### src/rtl/mem_req_queue.sv
// Dual-issue, in-order memory request queue feeding a single memory stage.
// Optional build macro MEM_REQ_ADDR_CHECK_EN rejects addresses outside the 32-word data memory.
module mem_req_queue #(
    parameter int DEPTH = 4
) (
    input  logic        clk,
    input  logic        rst,
    input  logic        in0_valid,
    input  logic        in1_valid,
    input  logic        in0_isld,
    input  logic        in0_isst,
    input  logic        in1_isld,
    input  logic        in1_isst,
    input  logic [15:0] in0_addr,
    input  logic [15:0] in1_addr,
    input  logic [15:0] in0_data,
    input  logic [15:0] in1_data,
    input  logic [3:0]  in0_tag,
    input  logic [3:0]  in1_tag,
    output logic        in_ready,
    input  logic        flush,
    input  logic        mem_ready,
    output logic        isld,
    output logic        isst,
    output logic [15:0] aluresult,
    output logic [15:0] op2,
    output logic [3:0]  out_tag,
    output logic        addr_err
);

    localparam int PTR_W = (DEPTH > 1) ? $clog2(DEPTH) : 1;
    localparam int CNT_W = PTR_W + 1;
    localparam logic [CNT_W-1:0] MAX_FILL = CNT_W'(DEPTH - 2);

    logic [PTR_W-1:0] head_q, head_d;
    logic [PTR_W-1:0] tail_q, tail_d;
    logic [PTR_W-1:0] tail1;
    logic [CNT_W-1:0] count_q, count_d;

    // Only the load bit is kept: an accepted entry is exactly one of load/store.
    logic        isld_mem [DEPTH];
    logic [15:0] addr_mem [DEPTH];
    logic [15:0] data_mem [DEPTH];
    logic [3:0]  tag_mem  [DEPTH];

    logic not_empty, accept, deq, we0, we1;
    logic lane0_ok, lane1_ok, lane0_bad_addr, lane1_bad_addr;

    assign not_empty = (count_q != '0);
    assign in_ready  = (count_q <= MAX_FILL);
    assign accept    = in_ready & ~flush;
    assign lane0_ok  = in0_valid & (in0_isld ^ in0_isst);
    assign lane1_ok  = in1_valid & (in1_isld ^ in1_isst);

`ifdef MEM_REQ_ADDR_CHECK_EN
    logic addr_err_q;

    assign lane0_bad_addr = (in0_addr[15:5] != '0);
    assign lane1_bad_addr = (in1_addr[15:5] != '0);
    assign addr_err       = addr_err_q;

    always_ff @(posedge clk or posedge rst) begin
        if (rst) begin
            addr_err_q <= 1'b0;
        end else begin
            addr_err_q <= accept & ((lane0_ok & lane0_bad_addr) | (lane1_ok & lane1_bad_addr));
        end
    end
`else
    assign lane0_bad_addr = 1'b0;
    assign lane1_bad_addr = 1'b0;
    assign addr_err       = 1'b0;
`endif

    assign we0   = accept & lane0_ok & ~lane0_bad_addr;
    assign we1   = accept & lane1_ok & ~lane1_bad_addr;
    assign deq   = not_empty & mem_ready & ~flush;
    // Lane1 lands right behind lane0, or in lane0's slot when lane0 is absent.
    assign tail1 = tail_q + PTR_W'(we0);

    always_comb begin
        head_d  = head_q + PTR_W'(deq);
        tail_d  = tail_q + PTR_W'(we0) + PTR_W'(we1);
        count_d = count_q + CNT_W'(we0) + CNT_W'(we1) - CNT_W'(deq);
        if (flush) begin
            head_d  = '0;
            tail_d  = '0;
            count_d = '0;
        end
    end

    always_ff @(posedge clk or posedge rst) begin
        if (rst) begin
            head_q  <= '0;
            tail_q  <= '0;
            count_q <= '0;
        end else begin
            head_q  <= head_d;
            tail_q  <= tail_d;
            count_q <= count_d;
        end
    end

    always_ff @(posedge clk) begin
        if (we0) begin
            isld_mem[tail_q] <= in0_isld;
            addr_mem[tail_q] <= in0_addr;
            data_mem[tail_q] <= in0_data;
            tag_mem[tail_q]  <= in0_tag;
        end
        if (we1) begin
            isld_mem[tail1] <= in1_isld;
            addr_mem[tail1] <= in1_addr;
            data_mem[tail1] <= in1_data;
            tag_mem[tail1]  <= in1_tag;
        end
    end

    // Storage is never reset; the count gates every head field.
    assign isld      = not_empty & isld_mem[head_q];
    assign isst      = not_empty & ~isld_mem[head_q];
    assign aluresult = not_empty ? addr_mem[head_q] : '0;
    assign op2       = not_empty ? data_mem[head_q] : '0;
    assign out_tag   = not_empty ? tag_mem[head_q]  : '0;

endmodule

### config.mk
export PLATFORM = sky130hd
export DESIGN_NAME = mem_req_queue
export DESIGN_NICKNAME = d
export VERILOG_FILES = /design/src/rtl/mem_req_queue.sv
export SDC_FILE = /design/constraint.sdc
export NUM_CORES = 1
export LEC_CHECK = 0
export ABC_AREA = 1
export CAP_MARGIN = 0
export CORE_MARGIN = 1.5
export CORE_UTILIZATION = 45
export DETAILED_ROUTE_END_ITERATION = 12
export GPL_TIMING_DRIVEN = 0
export PLACE_DENSITY = 0.68
export SLEW_MARGIN = 10
export SYNTH_ARGS = -nofsm -noshare
export SYNTH_HDL_FRONTEND = slang
export SYNTH_SLANG_ARGS = --single-unit
### constraint.sdc
create_clock -name clk -period 4.8 [get_ports clk]
set_clock_uncertainty 0.2 [all_clocks]
set_input_delay 0.48 -clock clk [delete_from_list [all_inputs] [get_ports clk]]
set_output_delay 0.48 -clock clk [all_outputs]
set_load 0.05 [all_outputs]
[After elaboration in Yosys (flattened, before gate mapping)]
Memories as Yosys holds them, arrays and structs flattened.
Cells that the tools add are included.
Storage, ports and cells
  RAM bits: 148
  input bits: 82
  bits in registers: 7
  word-level logic and storage cells: 38
  output and inout bits: 40
  memories kept: 4
Memory list
  addr_mem: depth 4, width 16, read ports 1, clocked after memory_dff 0, wr ports 2, RTL line 42  | logic [15:0] addr_mem [DEPTH];
  data_mem: depth 4, width 16, read ports 1, clocked after memory_dff 0, wr ports 2, RTL line 43  | logic [15:0] data_mem [DEPTH];
  tag_mem: depth 4, width 4, read ports 1, clocked after memory_dff 0, wr ports 2, RTL line 44  | logic [3:0] tag_mem [DEPTH];
  isld_mem: depth 4, width 1, read ports 1, clocked after memory_dff 0, wr ports 2, RTL line 41  | logic isld_mem [DEPTH];
Cells by class
  $add $sub $neg: 6
  bitwise operators: 13
  muxes and demuxes: 10
  order comparisons: 1
  reductions and logical operators: 1
Operator list (number)
  2-to-1 mux 16 bit: 2
  bitwise AND 1 bit: 9
  adder 2 x 1 -> 2 bit: 3
  adder 3 x 1 -> 3 bit: 2
  2-to-1 mux 1 bit: 4
  2-to-1 mux 2 bit: 2
  2-to-1 mux 4 bit: 1
  less-or-equal comparator 3 x 2 -> 1 bit, second input constant: 1
  2-to-1 mux 3 bit: 1
  nonzero test 3 bit: 1
  subtractor 3 x 1 -> 3 bit: 1
  NOT 1 bit: 2
  bitwise XOR 1 bit: 2

[Longest topological paths before layout]
  word-level depth: 7
  mapped depth: 17
  mapped depth without buffers: 14

[Least setup slack after synthesis]
Ideal clock, no wire load.
  kind: reg2reg
  start point: register count_q[1]
  end point: memory addr_mem[1][0], enable pin
  data arrival time: 3.250 ns
  period minus slack after synthesis: 3.886 ns
  slack: 0.914 ns
  required time: 4.164 ns
  setup time: 0.436 ns
  cell stages (with the launch flop): 17
  cells stage by stage: dfrtp_1 > inv_1 > ha_1 > inv_1 > a21oi_2 > buf_4 > nand2_1 > inv_1 > ha_1 > inv_1 > nand2_1 > nand2_2 > nor2_1 > nand4_1 > buf_4 > buf_6 > o21ai_1
RTL lines
  from (decl): RTL line 38  | logic [CNT_W-1:0] count_q, count_d;
  from (signal assigned): RTL line 100  | count_q <= count_d;
  to (decl): RTL line 42

==> flow_summary.json <==
{
  "crit_arrival_ns": 3.75,
  "cellLeakagePower_nw": 4.465,
  "start_util": 0.4625,
  "hold_class": "in2async",
  "clk_pin_slew_worst_paths_ns": 0.06,
  "cts_num_sinks": 155,
  "layout_common_cells": "nand2_1 (314), nor2_1 (153), nand4_1 (152)",
  "grt_pass1_wl_um": 42410,
  "synth_warnings": 0,
  "num_io_pins": 122,
  "die_x_um": 142.1,
  "drc": 0,
  "numCtsBuffers": 17,
  "maxCapViolations": 0,
  "port_buffers": 120,
  "drive_above_1_share": 0.1016,
  "cts_tree": "yes",
  "hpwl_um": 18820,
  "mostFrequentLayoutCell": "nand2_1",
  "wire_per_inst_um": 19.02,
  "root_buffer": "clkbuf_16",
  "die_area_um2": 20200,
  "whs_ns": 0.06890,
  "diodes": 0,
  "first_global_vias": 7801,
  "postCtsSetupBuffers": 0,
  "finalMaxSlewViolations": 0,
  "finalNetCount": 1257,
  "ys_types": 25,
  "areaGrowthSynthToFinish_pct": 25.76,
  "final.min_clock_period_ns": 3.807,
  "synth_nets": 1113,
  "hold_violations": 0,
  "finalSetupViolCount": 0,
  "p_per_area_nw_per_um2": 507.3,
  "finish.utilization": 0.5817,
  "critPathLaunchType": "flop",
  "ctsHoldBuffers": 0,
  "rows": 50,
  "finalCritPeriodShare": 0.7932,
  "ys_seq_area_frac": 0.5304,
  "cts_resized": 0,
  "dr_total_vias": 8228,
  "critPathMaxFanout": 20,
  "status": "complete, no violations",
  "synth_cells": 1024,
  "worstSkewPairLatency_ns": 0.44,
  "yosys_register_bits": 155,
  "antenna_found_initial": 0,
  "slew_headroom": 0.4298,
  "syn_area_per_cell_um2": 8.505,
  "grt_setup_unrepaired": "false",
  "vias_per_cell": 5.710,
  "cp.required_ns": 4.74,
  "fmax_ghz": 0.2627,
  "tightest_slew_ns": 0.8521,
  "final_antenna_net_count": 0,
  "crit_path_end_kind": "flop",
  "gp_congestion": 0.8584,
  "clk_path_buf_depth": 2,
  "grt_max_degree": 24,
  "ir_worst_vdd_uv": 319.3,
  "drt-initial-drc-count": 739,
  "die_y_um": 142.1,
  "grt_overflow": 0,
  "synthesis.area_um2": 8710,
  "drt_wl_total_um": 27410,
  "worstSetupPathType": "reg2reg",
  "drtPass1Iterations": 6,
  "core_area_um2": 18830,
  "grtUsageTotal": 0.2789,
  "htreeDepth": 4
}
## cell type report
cell class | count | area, µm²
Clock inverter | 12 | 125.1
Timing Repair Buffer | 125 | 1311
Buffer | 92 | 531.8
Inverter | 17 | 63.81
Multi-Input combinational cell | 760 | 3540
Fill cell | 1682 | 7878
Tap cell | 260 | 325.3
Sequential cell | 155 | 4619
Clock buffer | 20 | 436.7
## power breakdown
group / total (mW) / leakage, nW / internal [mW] / switching [mW]
clock: 1.32 / 0.261 / 0.760 / 0.561
combinational: 2.56 / 2.77 / 0.739 / 1.82
sequential: 1.67 / 1.44 / 1.63 / 0.0387
## per-stage QoR
step,setup TNS (ns),worst slack (ns),area [µm²],total power [mW],instances
final,0,0.9929,10950,5.556,1441
after global placement,-97.99,-0.7597,10240,4.208,1404
after detailed placement,0,0.6992,10390,4.246,1409
after CTS,0,0.9997,10950,5.536,1441
after floorplan,0,0.9136,8710,3.311,1024
after global routing,0,0.7255,10950,5.774,1441
## sequential cells by signal (all words and copies together) (netlist names)
name and count:
addr_mem 64, data_mem 64, tag_mem 16, isld_mem 4
count_q 3, head_q 2, tail_q 2
## cell families (layout without fill, tap and decap cells)
group / count (synthesis) / count (layout) / synth area share
simple gates: 630 / 630 / 0.3185
flops: 155 / 155 / 0.5304
fa+ha+maj: 7 / 7 / 0.01178
buf+inv: 109 / 266 / 0.06838
compound gates: 122 / 122 / 0.07054
other cells: 1 / 1 / 0.0004306
## layer usage
layer	vias up	wire, µm	track usage
met5	-	0	0
li1	3863	-	-
met2	443	13270	0.4750
met3	51	2275	0.03903
met1	3871	11260	0.3639
met4	0	608	0.1020
## path summary, 6_finish.rpt
path	from	to	slack, ns	cells after the start
max	count_q[1]$_DFF_PP0_	addr_mem[1][10]$_DFFE_PP_	0.99	17
min	rst	count_q[2]$_DFF_PP0_	0.07	2
max reg2reg	count_q[1]$_DFF_PP0_	addr_mem[1][10]$_DFFE_PP_	0.99	17
min reg2reg	count_q[2]$_DFF_PP0_	count_q[2]$_DFF_PP0_	0.48	3
max in group asynchronous	rst	head_q[1]$_DFF_PP0_	4.11	2
min in group clk	count_q[2]$_DFF_PP0_	count_q[2]$_DFF_PP0_	0.48	3
## worst max-delay path: stages (launching register included)
cell     delay [ns]
dfrtp_1        0.42
inv_1          0.08
ha_1           0.14
inv_1          0.06
a21oi_2        0.25
buf_4          0.24
nand2_1        0.28
inv_1          0.13
ha_1           0.20
inv_1          0.07
nand2_1        0.07
nand2_2        0.08
nor2_1         0.13
nand4_1        0.17
buf_4          0.24
buf_6          0.16
o21ai_4        0.32
buf_16         0.25
## Yosys cell counts, drive strengths merged
cell    instances  area [µm²]
a21oi          42       214.0
and3            1       6.260
buf            77       475.5
clkbuf         15       56.30
conb            1       3.750
dfrtp           7       175.2
edfxtp        148        4444
fa              2       40.04
ha              5       62.56
inv            17       63.81
nand2         317        1197
nand3           2       10.01
nand4         152       950.9
nor2          157       604.3
nor3            1       5.000
o21ai          80       400.4
Note: power is estimated with default switching activity, not from simulation.
